File: config.mk
export PLATFORM = sky130hd
export DESIGN_NAME = alu_mux_capture
export DESIGN_NICKNAME = d
export VERILOG_FILES = /design/src/rtl/mips25_alu_pkg.sv /design/src/rtl/alu_mux_capture_res_fifo.sv /design/src/rtl/alu_mux_capture.sv
export SDC_FILE = /design/constraint.sdc
export NUM_CORES = 1
export LEC_CHECK = 0
export CAP_MARGIN = 20
export CORE_ASPECT_RATIO = 0.7
export CORE_MARGIN = 5
export CORE_UTILIZATION = 39
export DETAILED_ROUTE_END_ITERATION = 6
export MAX_ROUTING_LAYER = met4
export PLACE_DENSITY_LB_ADDON = 0.25
export REMOVE_ABC_BUFFERS = 1
export SYNTH_ARGS = -nofsm -noshare
export SYNTH_HDL_FRONTEND = slang
export SYNTH_SLANG_ARGS = --single-unit
export TNS_END_PERCENT = 100
File: constraint.sdc
create_clock -name clkpos -period 3.1 [get_ports clkpos]
set_input_delay 0.465 -clock clkpos [delete_from_list [all_inputs] [get_ports clkpos]]
set_output_delay 0.465 -clock clkpos [all_outputs]
set_load 0.01 [all_outputs]
File: src/rtl/mips25_alu_pkg.sv
// Shared types for the MIPS25 ALU result mux capture stage.
package mips25_alu_pkg;
   typedef enum logic [1:0] {SRC_ZERO, SRC_B, SRC_C, SRC_D} mux_src_t;
   typedef enum logic [1:0] {S_IDLE, S_SETTLE, S_CAPTURE} cap_state_t;
   localparam int ADIA_PHASES = 4;
endpackage

File: src/rtl/alu_mux_capture_res_fifo.sv
// Result FIFO: DEPTH entries of W bits, registered head storage, no push-to-head bypass.
module res_fifo
   import mips25_alu_pkg::*;
#(
   parameter int W     = 17,
   parameter int DEPTH = 2
) (
   input  logic                     clk,
   input  logic                     rst,
   input  logic                     push,
   input  logic [W-1:0]             push_data,
   input  logic                     pop,
   output logic [W-1:0]             head,
   output logic [$clog2(DEPTH):0]   count
);

   localparam int AW = $clog2(DEPTH);
   localparam logic [AW:0] FULL = (AW+1)'(DEPTH);

   logic [W-1:0]  mem_q [DEPTH];
   logic [AW-1:0] wr_q;
   logic [AW-1:0] rd_q;
   logic [AW:0]   cnt_q;
   logic          pop_ok;

   // A pop against an empty FIFO is dropped rather than moving the read pointer.
   assign pop_ok = pop && (cnt_q != '0);
   assign head   = mem_q[rd_q];
   assign count  = cnt_q;

   always_ff @(posedge clk) begin
      if (rst) begin
         wr_q  <= '0;
         rd_q  <= '0;
         cnt_q <= '0;
      end else begin
         assert (!(push && (cnt_q == FULL)))
            else $error("res_fifo overflow: push while full");
         if (push) wr_q <= wr_q + AW'(1);
         if (pop_ok) rd_q <= rd_q + AW'(1);
         case ({push, pop_ok})
            2'b10:   cnt_q <= cnt_q + (AW+1)'(1);
            2'b01:   cnt_q <= cnt_q - (AW+1)'(1);
            default: cnt_q <= cnt_q;
         endcase
      end
   end

   always_ff @(posedge clk) begin
      if (push) mem_q[wr_q] <= push_data;
   end

endmodule

File: src/rtl/alu_mux_capture.sv
// Capture stage for the 16-bit 3:1 adiabatic ALU result mux: drives the select,
// waits out the settle latency, samples the mux and queues {data, zero} for writeback.
module alu_mux_capture
   import mips25_alu_pkg::*;
#(
   parameter int WIDTH = 16,
   parameter int LAT   = ADIA_PHASES,
   parameter int DEPTH = 2
) (
   input  logic             clkpos,
   input  logic             rst,
   input  logic             req_valid,
   output logic             req_ready,
   input  logic [1:0]       req_src,
   output logic             sel_in1,
   output logic             sel_in0,
   input  logic [WIDTH-1:0] mux_out,
   output logic             res_valid,
   input  logic             res_ready,
   output logic [WIDTH-1:0] res_data,
   output logic             res_zero,
   output logic             busy
);

   localparam int CW = (LAT > 1) ? $clog2(LAT) : 1;
   localparam logic [CW-1:0] CNT_LOAD = CW'(LAT - 1);
   localparam int AW = $clog2(DEPTH);
   localparam logic [AW:0] FULL = (AW+1)'(DEPTH);

   cap_state_t      state_q;
   logic [CW-1:0]   cnt_q;
   mux_src_t        sel_q;
   logic            accept;
   logic            push;
   logic [WIDTH:0]  head;
   logic [AW:0]     fifo_count;

   // Space is reserved at accept: only one capture is ever in flight, so a
   // FIFO slot free at accept is still free when CAPTURE pushes.
   assign req_ready = (state_q == S_IDLE) && (fifo_count < FULL);
   assign accept    = req_valid && req_ready;
   assign push      = (state_q == S_CAPTURE);

   always_ff @(posedge clkpos) begin
      if (rst) begin
         state_q <= S_IDLE;
         cnt_q   <= '0;
         sel_q   <= SRC_ZERO;
      end else begin
         case (state_q)
            S_IDLE: begin
               if (accept) begin
                  sel_q   <= mux_src_t'(req_src);
                  cnt_q   <= CNT_LOAD;
                  state_q <= S_SETTLE;
               end
            end
            S_SETTLE: begin
               if (cnt_q == '0) state_q <= S_CAPTURE;
               else             cnt_q   <= cnt_q - CW'(1);
            end
            S_CAPTURE: state_q <= S_IDLE;
            default:   state_q <= S_IDLE;
         endcase
      end
   end

   res_fifo #(
      .W     (WIDTH + 1),
      .DEPTH (DEPTH)
   ) u_res_fifo (
      .clk       (clkpos),
      .rst       (rst),
      .push      (push),
      .push_data ({mux_out, (mux_out == '0)}),
      .pop       (res_ready),
      .head      (head),
      .count     (fifo_count)
   );

   // Head storage is not reset, so the outputs are masked to zero when empty.
   assign res_valid = (fifo_count != '0);
   assign res_data  = res_valid ? head[WIDTH:1] : '0;
   assign res_zero  = res_valid & head[0];
   assign sel_in1   = sel_q[1];
   assign sel_in0   = sel_q[0];
   assign busy      = (state_q != S_IDLE);

endmodule

Word-level counts from Yosys, hierarchy flattened

Memories as Yosys holds them, arrays and structs flattened. A register that Yosys moved wholly into a read port is not among the register bits.
Index checks and enable logic that the tools add are counted.

Register bits after elaboration: 10
RAM bits: 34
Logic and storage cells: 46
Input bits: 22
Latch bits: 0
Output and inout port bits: 22
Memory bits (read-only): 0
Memories: 1

Equality and inequality tests: 7
Reductions and logical operators: 13
Bitwise logic cells: 1
$mul: 0
Shifts and indexed selects: 0
Mux-type cells: 12
Add/sub/neg operators: 5
Magnitude comparators: 1
Div/mod/pow operators: 0

Memory list:

| name             | depth | bits a word | read ports | clocked after memory_dff | wr ports | line                           | RTL |
|---|---|---|---|---|---|---|---|
| u_res_fifo.mem_q | 2     | 17          | 1          | 1                        | 1        | alu_mux_capture_res_fifo.sv:20 | `logic [W-1:0] mem_q [DEPTH];` |

Operator list:

| operator                                                              | number |
|---|---|
| 16-bit zero test                                                      | 1 |
| 16-bit two-way mux                                                    | 1 |
| 2-bit case mux with 2 select lines                                    | 3 |
| 2-bit two-way mux                                                     | 4 |
| 2-bit nonzero test                                                    | 4 |
| 2-bit inequality test, second input constant                          | 3 |
| 2-bit by 1-bit equality test with 1-bit output, second input constant | 2 |
| 2-bit equality test, second input constant                            | 2 |
| 2-bit zero test                                                       | 2 |
| 1-bit two-way mux                                                     | 4 |
| 2-bit AND reduction                                                   | 2 |
| 2-bit by 1-bit subtractor with 2-bit output, second input constant    | 2 |
| 1-bit logical AND                                                     | 3 |
| 3-bit AND reduction                                                   | 1 |
| 1-bit adder, second input constant                                    | 2 |
| 2-bit by 1-bit adder with 2-bit output, second input constant         | 1 |
| 2-bit less-than comparator, second input constant                     | 1 |
| 1-bit bitwise AND                                                     | 1 |

Logic depth before layout (Yosys ltp)

Depth in word-level cells: 5
Depth in mapped cells: 6
Gate-level depth less buffers: 6

Modules after synthesis

A second synthesis with hierarchy kept.

Cells, all modules: 123
Area total of the unflattened synthesis: 1,859.3 sq um

By module, submodules not included:

| module          | area each (sq um) | cells an instance | instances | sequential area each (sq um) |
|---|---|---|---|---|
| res_fifo        | 1,422.6           | 74                | 1         | 1,121.1 |
| alu_mux_capture | 436.7             | 49                | 1         | 120.1 |

Worst setup path after synthesis

Ideal clock, no wire load.

Path type: register to register
From: register state_q[1]
To: memory u_res_fifo.mem_q[0][0], enable pin
Cell stages (with the launch flop): 3
Required time: 2,709 ps
Path buffers: 0
Data arrival time: 1,312 ps
Period minus slack after synthesis: 1,702 ps
Library setup time: 391 ps
Setup slack: 1,398 ps
Cell sequence: dfxtp_1 > nand2b_1 > nor2_1

Cells in the longest elaborated chain, start to end: 3

Ends and longest elaborated chain:

| what                                    | line                           | RTL |
|---|---|---|
| from (decl)                             | alu_mux_capture.sv:30          | `cap_state_t state_q;` |
| from (signal assigned)                  | alu_mux_capture.sv:46          | `state_q <= S_IDLE;` |
| from (signal assigned)                  | alu_mux_capture.sv:55          | `state_q <= S_SETTLE;` |
| from (signal assigned)                  | alu_mux_capture.sv:59          | `if (cnt_q == '0) state_q <= S_CAPTURE;` |
| 2-bit equality test                     | alu_mux_capture.sv:42          | `assign push = (state_q == S_CAPTURE);` |
| 1-bit two-way mux                       | alu_mux_capture_res_fifo.sv:50 | `if (push) mem_q[wr_q] <= push_data;` |
| 1-bit two-way mux (implied by the code) | alu_mux_capture_res_fifo.sv:50 |  |
| to (decl)                               | alu_mux_capture_res_fifo.sv:20 |  |

Every way passes these cells.

Worst setup path after layout

From: register u_res_fifo.cnt_q[1] (netlist: u_res_fifo.count[1])
To: output res_data[10]

Cells in the longest elaborated chain, start to end: 2

Ends and longest elaborated chain:

| what                   | line                           | RTL |
|---|---|---|
| from (decl)            | alu_mux_capture_res_fifo.sv:23 | `logic [AW:0] cnt_q;` |
| from (signal assigned) | alu_mux_capture_res_fifo.sv:42 | `2'b10: cnt_q <= cnt_q + (AW+1)'(1);` |
| from (signal assigned) | alu_mux_capture_res_fifo.sv:43 | `2'b01: cnt_q <= cnt_q - (AW+1)'(1);` |
| from (signal assigned) | alu_mux_capture_res_fifo.sv:44 | `default: cnt_q <= cnt_q;` |
| 2-bit nonzero test     | alu_mux_capture.sv:82          | `assign res_valid = (fifo_count != '0);` |
| 16-bit two-way mux     | alu_mux_capture.sv:83          | `assign res_data = res_valid ? head[WIDTH:1] : '0;` |
| to (decl)              | alu_mux_capture.sv:20          | `output logic [WIDTH-1:0] res_data,` |

Every way passes these cells.

==> out/results.txt <==
The floorplan die height was 66.6 um; the count of cells resized by post-cts repair was 0. The proportion of netlist area held by the largest area contributor came out at 57.1%. The number of different library cells used by synthesis comes to 24. The worst ir drop on vdd was 329 uV. met2 is the most crowded layer. In this run the standard cell core region covers 4380 um2. The end of the worst register-to-register path was u_res_fifo.count[1].

The number of buffer and inverter instances along the worst setup path is 1, and the number of top-level design ports is 44. The cell at the root of the clock tree is clkbuf_8. The vias after detailed routing is 1081, and the detailed-routing iteration count for the pre-antenna-repair pass is 4. For the worst clock skew, the log shows 3.38 ps.

TritonCTS built the clock tree. Wires add up to 3.54 mm. The run gives 1182 as the number of global-route vias before repair. The quantity of hold-fixing buffers added after cts was 0; the final critical-path share of the clock period was 77.9%. The clock period minus final worst setup slack came out at 2410 ps. After legalization and detailed placement, the total HPWL measured 2.52 mm. The H-tree was split into 2 levels.

The starting utilization of the core area came out at 40.8%. Endpoint of the worst hold-timing path: cnt_q[1]. For flop-to-flop paths, the worst setup slack is 1450 ps. Setup repair after global routing left no endpoint under its margin.

Counting along the longest clock path gives a buffer depth of 2. Dividing the detail-routed wire length by the instance count gives 15.4 um. Hold is met by 480 ps.

The fraction of met1 tracks used by global routing is 15.2%, and the fmax is 414 MHz. Data arrives at the worst endpoint at 1950 ps. The worst setup path is launched from a flip-flop. Entering global routing, the biggest net connects 19 pins. The run finished with clean final reports.

The cell depth of the worst min-delay path was 2. For the number of antenna violations at the first check in global routing, the log shows 0. Grouping stages by cell kind, the critical path spends the most delay in simple AND/OR/NAND/NOR gates. Among all flip-flop cells after synthesis, the most frequent one is edfxtp_1. The number of hold-slack violations in the final timing report is 0, and the placement row count is 20. The flip-flop and latch count after synthesis is 45.

The power per unit of standard cell area is 534 nW/um2, and the critical path depth in cells is 3. The logs give 6060 um2 for the die area and 290 ps for the clock latency on the worst-skew pair. Buffers added to address setup during post-CTS repair amount to 0. The worst setup path is of the flip-flop to output pin kind. The number of antenna diodes in the final layout is 0. The count of input and output buffers came out at 43. In the post-synthesis netlist, the cell with the most instances is edfxtp_1. The worst min-delay path class is flip-flop to flip-flop. For met2 alone, demand over resource in global routing was 20.6%.

The first routing iteration left 84 violations. For this run, the number of Yosys warnings is 0. The post-detailed-route count of antenna-violating nets came out at 0. The worst register-to-register path begins at u_res_fifo.count[1].

The run gives 361 as the number of fill cells. In this design, the stage delay of the slowest critical-path cell is 630 ps. Walking the worst path, the cells encountered are nor2_2, nor2_1, clkdlybuf4s50_1. At the end of routability-driven placement, the weighted congestion stood at 0.705. Cell type of the slowest stage on the worst timing path: nor2_2. The final-report setup violation count came out at 0. edfxtp_1 takes more of the synthesized area than any other cell. Counting every instance in the synthesized netlist gives 125. Biggest fanout along the worst timing path: 18.

The floorplan step set the die width to 90.9 um. For the pin with the worst max-slew slack, the measured transition is 767 ps. The worst hold path startpoint is cnt_q[1].

The share of cells above drive strength 1 was 8.00%; the number of max-slew violations in the final report was 0. For the final routed database, the setup TNS stands at 0 ps. The number of clock buffers inserted by TritonCTS is 5. The relative slew slack came out at 48.8%. The logs give 0.797 nW for the leakage component of the power and 0 for the DRC violation count after routing.

Global-route total usage across every layer: 12.9%. In the post-synthesis netlist, the biggest area contributors are edfxtp_1 57%, dfxtp_1 12%, mux2i_1 11%. The worst reg-to-reg path cell count was 5; the proportion of synthesized chip area in sequential cells was 69.5%. The tools report the number of clock sinks as 45.

After clock tree synthesis, the clock-pin slew on the worst setup and hold paths is 80 ps. The detail-routed via count per cell came out at 4.70. At the worst endpoint, the required time is 2630 ps.

The met3 global-route usage was 4.40%; the share of async-settable or async-resettable flops after synthesis was 0%. The number of enable flip-flop cells after synthesis is 34. Endpoint type of the worst setup path: an output pin.

By count the netlist is led by 34 x edfxtp_1, 27 x nor2_1, 19 x mux2i_1, 11 x dfxtp_1, 5 x inv_1. The number of max-cap violations was 0; the final net count was 198. The first global-routing pass estimated 5.73 mm of wire.

The combined area of all synthesized cells is 1790 um2, and the post-synthesis to final-layout area growth is 32.5%. A synthesized cell averages 14.3 um2. Aggregate global routing overflow: 0.
sequential cells by signal, summed over array words and instances, names as in the netlist, named ones only:
signal / flops
cnt_q: 2
sel_q: 2
u_res_fifo.rd_q: 1
u_res_fifo.wr_q: 1
u_res_fifo.mem_q: 34
u_res_fifo.count: 2
state_q: 2
logic make-up (layout without fill, tap and decap cells):
| group | after synthesis | after routing | synth area share, % |
|---|---|---|---|
| flops | 45 | 45 | 69.5 |
| simple gates | 40 | 40 | 11.9 |
| mux | 19 | 19 | 10.6 |
| buf+inv | 9 | 59 | 2.24 |
| compound gates | 6 | 6 | 2.38 |
| xor+xnor | 4 | 4 | 1.96 |
| fa+ha+maj | 2 | 2 | 1.40 |
power by group:
part | total [mW] | switching, mW | leakage, nW | internal, mW
clock | 0.340 | 0.180 | 0.0395 | 0.160
combinational | 0.241 | 0.112 | 0.364 | 0.129
sequential | 0.683 | 0.0133 | 0.393 | 0.670
total | 1.26 | 0.305 | 0.797 | 0.960
layer usage:
| layer | vias to the layer above | part of all wire (%) |
|---|---|---|
| met5 | - | 0 |
| met4 | 0 | 1.3 |
| met3 | 4 | 6.6 |
| met2 | 33 | 47 |
| met1 | 496 | 45 |
| li1 | 548 | - |
how the worst max path moves through the flow:
stage                   startpoint                endpoint
2_1_floorplan           state_q[1]  u_res_fifo.mem_q[0][0]
3_3_place_gp   u_res_fifo.count[1]            res_data[10]
3_5_place_dp   u_res_fifo.count[1]            res_data[10]
4_1_cts        u_res_fifo.count[1]            res_data[10]
5_1_grt        u_res_fifo.count[1]            res_data[10]
6_report       u_res_fifo.count[1]            res_data[10]
layout by cell type (no fill, tap or decap), types with 3 or more instances in the layout:
cell,count
buf_4,3
clkbuf_1,3
clkbuf_8,5
clkdlybuf4s50_1,43
dfxtp_1,11
edfxtp_1,34
inv_1,5
mux2i_1,19
nor2_1,27
nor4_1,4
worst reg2reg max path: cells and delay by family (launching register included):
family	cells	cell delay (ps)
AO/OA/AOI/OAI	2	430
flip-flops	1	380
AND/OR/NAND/NOR	1	350
adder cells (fa/ha/maj)	1	340
buffers and inverters	1	80
stage by stage:
step | instance area, um2 | setup slack [ps] | utilization, % | total power [mW] | cells
3_5_place_dp | 2290 | 960 | 52.2 | 0.942 | 222
3_3_place_gp | 2290 | 1000 | 52.2 | 0.935 | 222
6_report | 2370 | 686 | 54.1 | 1.26 | 230
2_1_floorplan | 1770 | 1400 | - | 0.814 | 121
4_1_cts | 2370 | 627 | 54.1 | 1.28 | 230
5_1_grt | 2370 | 489 | 54.1 | 1.33 | 230
layout make-up:
class | instances | area (um2) | share of cell area (%)
inverter | 5 | 18.8 | 0.793
clock buffer | 8 | 80.1 | 3.38
timing repair buffer | 46 | 453 | 19.1
multi-input combinational | 71 | 505 | 21.4
tap | 55 | 68.8 | 2.91
sequential | 45 | 1240 | 52.4
(Power assumes the default switching activity.)
==> variant 1, RTL diff (config.mk and constraints unchanged) <==
Re-encode `cap_state_t` (3 states) as one-hot, 3 bits wide.
--- a/src/rtl/mips25_alu_pkg.sv
+++ b/src/rtl/mips25_alu_pkg.sv
@@ -1,7 +1,7 @@
 // Shared types for the MIPS25 ALU result mux capture stage.
 package mips25_alu_pkg;
    typedef enum logic [1:0] {SRC_ZERO, SRC_B, SRC_C, SRC_D} mux_src_t;
-   typedef enum logic [1:0] {S_IDLE, S_SETTLE, S_CAPTURE} cap_state_t;
+   typedef enum logic [2:0] {S_IDLE = 3'b001, S_SETTLE = 3'b010, S_CAPTURE = 3'b100} cap_state_t;
    localparam int ADIA_PHASES = 4;
 endpackage
 
Check against the original RTL: no difference found for any inputs over 10 cycles, from zero or initial values and one cycle with rst high; not proved beyond that.
==> variant 1 against the unedited design <==
- cell area up 2.6%
- register-to-register slack worse by 0.25 ns
- count of clock-buffer cells in the layout down 2
- clock skew up 0.0023 ns
- routed wire length down 4.1%
- worst hold slack worse by 0.016 ns
- setup slack better by 0.044 ns
- die area up 2.7%
- sequential cell count up 1
- synthesized area up 3.1%
- largest cell class unchanged
- highest routed layer unchanged
Power is not compared: it rests on default switching activity, and its combinational part moved more than twofold at a synthesized area within 25%.
==> variant 1: results (changes against the unedited design) <==
Logic synthesis
  • Distinct cell type count after synthesis: 27 (+13%)
  • Synth Area in Compound Gates: 0.02446 (+0.0006470)
  • Most frequent cells after synthesis: 34 x edfxtp_1, 27 x nor2_1, 19 x mux2i_1, 12 x dfxtp_1, 6 x inv_1
  • Synth Area per Inst: 13.64 sq um (-4.6%)
  • Post-synthesis adder-cell area fraction: 0.01359 (-0.0004186)
  • Post-synthesis sequential area ratio: 0.6848 (-0.009895)
  • Multiplexer share of the synthesized area: 0.1033 (-0.003182)
  • Largest cells by area after synthesis: edfxtp_1 55%, dfxtp_1 13%, mux2i_1 10%
  • Synth Area in XOR/XNOR: 0.01902 (-0.0005861)

Worst setup path
  • RR Startpoint: state_q[2]
  • Crit path DAT: 1.90 ns (-0.05 ns)
  • Critical R2R Capture: u_res_fifo.mem_q[1][8]
  • FF-to-FF setup slack: 1.20 ns (-0.25 ns)
  • Crit path max fanout: 12 (-6)

Drt
  • Vias per cell: 4.804 (+2.2%)
  • Routed WL per cell: 14.15 um (-8.1%)
  • Vias: 1153 (+6.7%)

GRT
  • Vias in the first global route: 1190 (+0.68%)
  • Largest net degree at the start of global routing: 18 (-1)
  • First-pass GRT wire length: 5430 um (-5.3%)
  • Tot GR Track Use: 0.1181 (-0.01102)

Clock network
  • CTS resizes: 0 (unchanged)

Run status
  • Status: completed

STA
  • Slew of the pin with the lowest slew margin: 0.8062 ns (+0.03966 ns)
  • Worst Skew: 0.005703 ns (+0.002320 ns)

Placement
  • Routability cong.: 0.7369 (+4.6%)
  • Detail Placement HPWL: 2435 um (-3.6%)
  • Post-DP Area: 0.002349 sq mm (+2.7%)
  • Placed Cells incl. Taps: 232 (+4.5%)

Finish
  • Share of cells above drive strength 1: 0.06486 (-0.01514)
  • Final net count: 208 (+5.1%)
  • Count of fill cells added during filler insertion: 381 (+5.5%)

Min path
  • Worst hold endpoint: sel_q[1]
  • Hold Crit Start: sel_q[1]
## variant 1: cell types whose count changed in the layout (fill, tap and decap cells not counted), sizes merged, moves of 2 or more
cell    change
nor3b       +2
clkinv      +2
nor2        -2
nand2       +4
clkbuf      -2
## variant 1: worst max-delay path by stage
| stage | start | end | slack [ns] |
|---|---|---|---|
| 2_1_floorplan | state_q[2] | u_res_fifo.mem_q[0][0] | 1.18 |
| 3_3_place_gp | u_res_fifo.count[1] | res_data[1] | 0.66 |
| 3_5_place_dp | u_res_fifo.count[1] | res_data[10] | 1.00 |
| 4_1_cts | u_res_fifo.count[1] | res_data[10] | 0.68 |
| 5_1_grt | u_res_fifo.count[1] | res_data[10] | 0.58 |
| 6_report | u_res_fifo.count[1] | res_data[10] | 0.73 |
## variant 1: cell type report
cell class,count,share of cell area
multi-input combinational,79,0.2219
timing repair buffer,46,0.1880
clock inverter,2,0.003605
sequential,46,0.5191
clock buffer,6,0.02987
tap,55,0.02832
inverter,6,0.009269
## variant 1: metal layers
metal,vias to the layer above,global-route usage,part of all wire
met5,-,-,0
met4,0,0.04444,0.011
met3,2,0.03786,0.052
met2,24,0.1964,0.49
met1,545,0.1363,0.45
li1,582,-,-
## variant 1: critical path, stage by stage, from the launching register on
cell and delay, ns:
dfxtp_1 0.38, nor2_1 0.47, buf_6 0.23, nor2_1 0.06, clkdlybuf4s50_1 0.49
## variant 1: report_power, final
part           switching (mW)  total (mW)  leakage [nW]  internal, mW
combinational          0.0339      0.0859         0.364        0.0520
sequential            0.00544       0.672         0.399         0.667
clock                   0.181       0.336        0.0426         0.155
## variant 1: cell families (layout without fill, tap and decap cells)
logic type | count (synthesis) | in the layout
compound gates | 7 | 7
xor+xnor | 4 | 4
fa+ha+maj | 2 | 2
buf+inv | 10 | 60
flops | 46 | 46
mux | 19 | 19
simple gates | 47 | 47
## variant 1: through the flow
stage / total power, mW / setup slack [ns]
5_1_grt: 1.139 / 0.5809
3_5_place_dp: 0.7726 / 1.001
2_1_floorplan: 0.7187 / 1.184
6_report: 1.094 / 0.7301
3_3_place_gp: 0.7696 / 0.6581
4_1_cts: 1.101 / 0.6802
==> variant 2, RTL diff (config.mk and constraints unchanged) <==
Without the edit above. `DEPTH` is set to 2 in 2 places; all go to 4.
--- a/src/rtl/alu_mux_capture_res_fifo.sv
+++ b/src/rtl/alu_mux_capture_res_fifo.sv
@@ -3,7 +3,7 @@
    import mips25_alu_pkg::*;
 #(
    parameter int W     = 17,
-   parameter int DEPTH = 2
+   parameter int DEPTH = 4
 ) (
    input  logic                     clk,
    input  logic                     rst,
--- a/src/rtl/alu_mux_capture.sv
+++ b/src/rtl/alu_mux_capture.sv
@@ -5,7 +5,7 @@
 #(
    parameter int WIDTH = 16,
    parameter int LAT   = ADIA_PHASES,
-   parameter int DEPTH = 2
+   parameter int DEPTH = 4
 ) (
    input  logic             clkpos,
    input  logic             rst,
Formal check against the unedited RTL: no difference found for any inputs over 10 cycles, from zero or initial values and one cycle with rst high; that may be too few to reach the edited logic, so the function may still have changed.
==> variant 2 against the unedited design <==
- sequential cell count increased by 38
- combinational power rose by 80%
- power grew 130%
- synthesized area grew 88%
- routed wire length increased by 70%
- setup slack worse by 0.27 ns
- cell area is 82% higher
- highest routed layer unchanged
==> variant 2: results (changes against the unedited design) <==
Logic synthesis
  • Multiplexer share of the synthesized area: 0.1306 (+0.02419)
  • Synth Area in Compound Gates: 0.01600 (-0.007807)
  • Distinct cell type count after synthesis: 32 (+33%)
  • Synth Area in XOR/XNOR: 0.01042 (-0.009187)
  • Post-synth EDFFs: 68 (+100%)
  • Synth Register Bits: 83 (+84%)
  • Post-synthesis sequential area ratio: 0.6967 (+0.002010)
  • Largest cells by area after synthesis: edfxtp_1 61%, dfxtp_1 8.9%, mux4_2 6.7%
  • Most frequent cells after synthesis: 68 x edfxtp_1, 16 x nor2b_1, 15 x dfxtp_1, 12 x nor2_1
  • Cells after Synth: 188 (+50%)

Clock network
  • Clock transition at the registers of the reported paths: 0.06 ns (-0.02 ns)
  • H-tree Lvls: 3 (+1)
  • Clock Root Buffer: clkbuf_16
  • Worst-Skew Late Latency: 0.34 ns (+0.05 ns)
  • CTS Buf Count: 9 (+4)

Finish
  • Multi-input gate area: 928.4 sq um (+84%)
  • Multi-input gates: 87 (+23%)
  • NonClk Buf Share: 0.1139 (-0.07744)
  • Share of cells above drive strength 1: 0.1538 (+0.07385)
  • Seq area share: 0.5439 (+0.01956)
  • Non-Filler Instances: 367 (+60%)
  • Non-CTS buffers: 51 (+11%)
  • Clk_buf instances: 13 (+5)
  • ClkCell Share: 0.08309 (+0.04926)
  • Final net count: 271 (+37%)
  • Layout Utilization: 0.5101 (-0.03049)

STA
  • Final period utilization: 0.8656 (+0.08702)
  • Slew of the pin with the lowest slew margin: 0.5774 ns (-0.1891 ns)

Drt
  • Met1 WL: 2945 um (+86%)
  • Vias: 1749 (+62%)
  • DR iter-0 viols: 141 (+68%)
  • Routed WL per cell: 16.46 um (+6.8%)
  • Met2 Wirelength: 2693 um (+60%)

GRT
  • Grt met3 use: 0.06133 (+0.01731)
  • Vias in the first global route: 1754 (+48%)
  • Tot GR Track Use: 0.1323 (+0.003186)
  • Met2 usage: 0.1825 (-0.02316)
  • First-pass GRT wire length: 9777 um (+71%)

Placement
  • Detail Placement HPWL: 4024 um (+59%)
  • Routability cong.: 0.7343 (+4.2%)
  • Placed Cells incl. Taps: 351 (+58%)
  • Post-DP Area: 0.003949 sq mm (+73%)

Pwr
  • Net Sw Frac: 0.2111 (-0.02991)
  • Combinational power: 0.435 mW (+80%)
  • P_sw: 0.6146 mW (+100%)
  • Pleak: 1.446 nW (+82%)
  • P_seq: 1.25 mW (+83%)

Worst setup path
  • Crit path DAT: 2.22 ns (+0.27 ns)
  • Crit path max fanout: 17 (-1)

Run status
  • Status: completed
[variant 2: cell types whose count changed in the layout (fill, tap and decap cells not counted), sizes merged, moves of 16 or more]
cell,before,now
nor2,29,12
nor2b,0,18
mux2i,19,3
mux4,0,17
edfxtp,34,68
[variant 2: cell families after synthesis]
logic type | Yosys count
simple gates | 47
fa+ha+maj | 7
xor+xnor | 4
buf+inv | 18
mux | 20
compound gates | 9
flops | 83
[variant 2: worst paths after layout]
check             slack, ns  cells past startpoint             endpoint  startpoint
setup / recovery       0.42                      4         res_data[15]   flip-flop
hold / removal         0.48                      2             cnt_q[0]    cnt_q[0]
setup reg to reg       1.06                      8  u_res_fifo.count[2]  state_q[1]
hold reg to reg        0.48                      2             cnt_q[0]    cnt_q[0]
[variant 2: critical path, stage by stage, from the launching register on]
cell and delay, ns:
dfxtp_1 0.31, buf_4 0.30, mux4_1 0.58, nor2b_1 0.17, clkdlybuf4s50_1 0.52
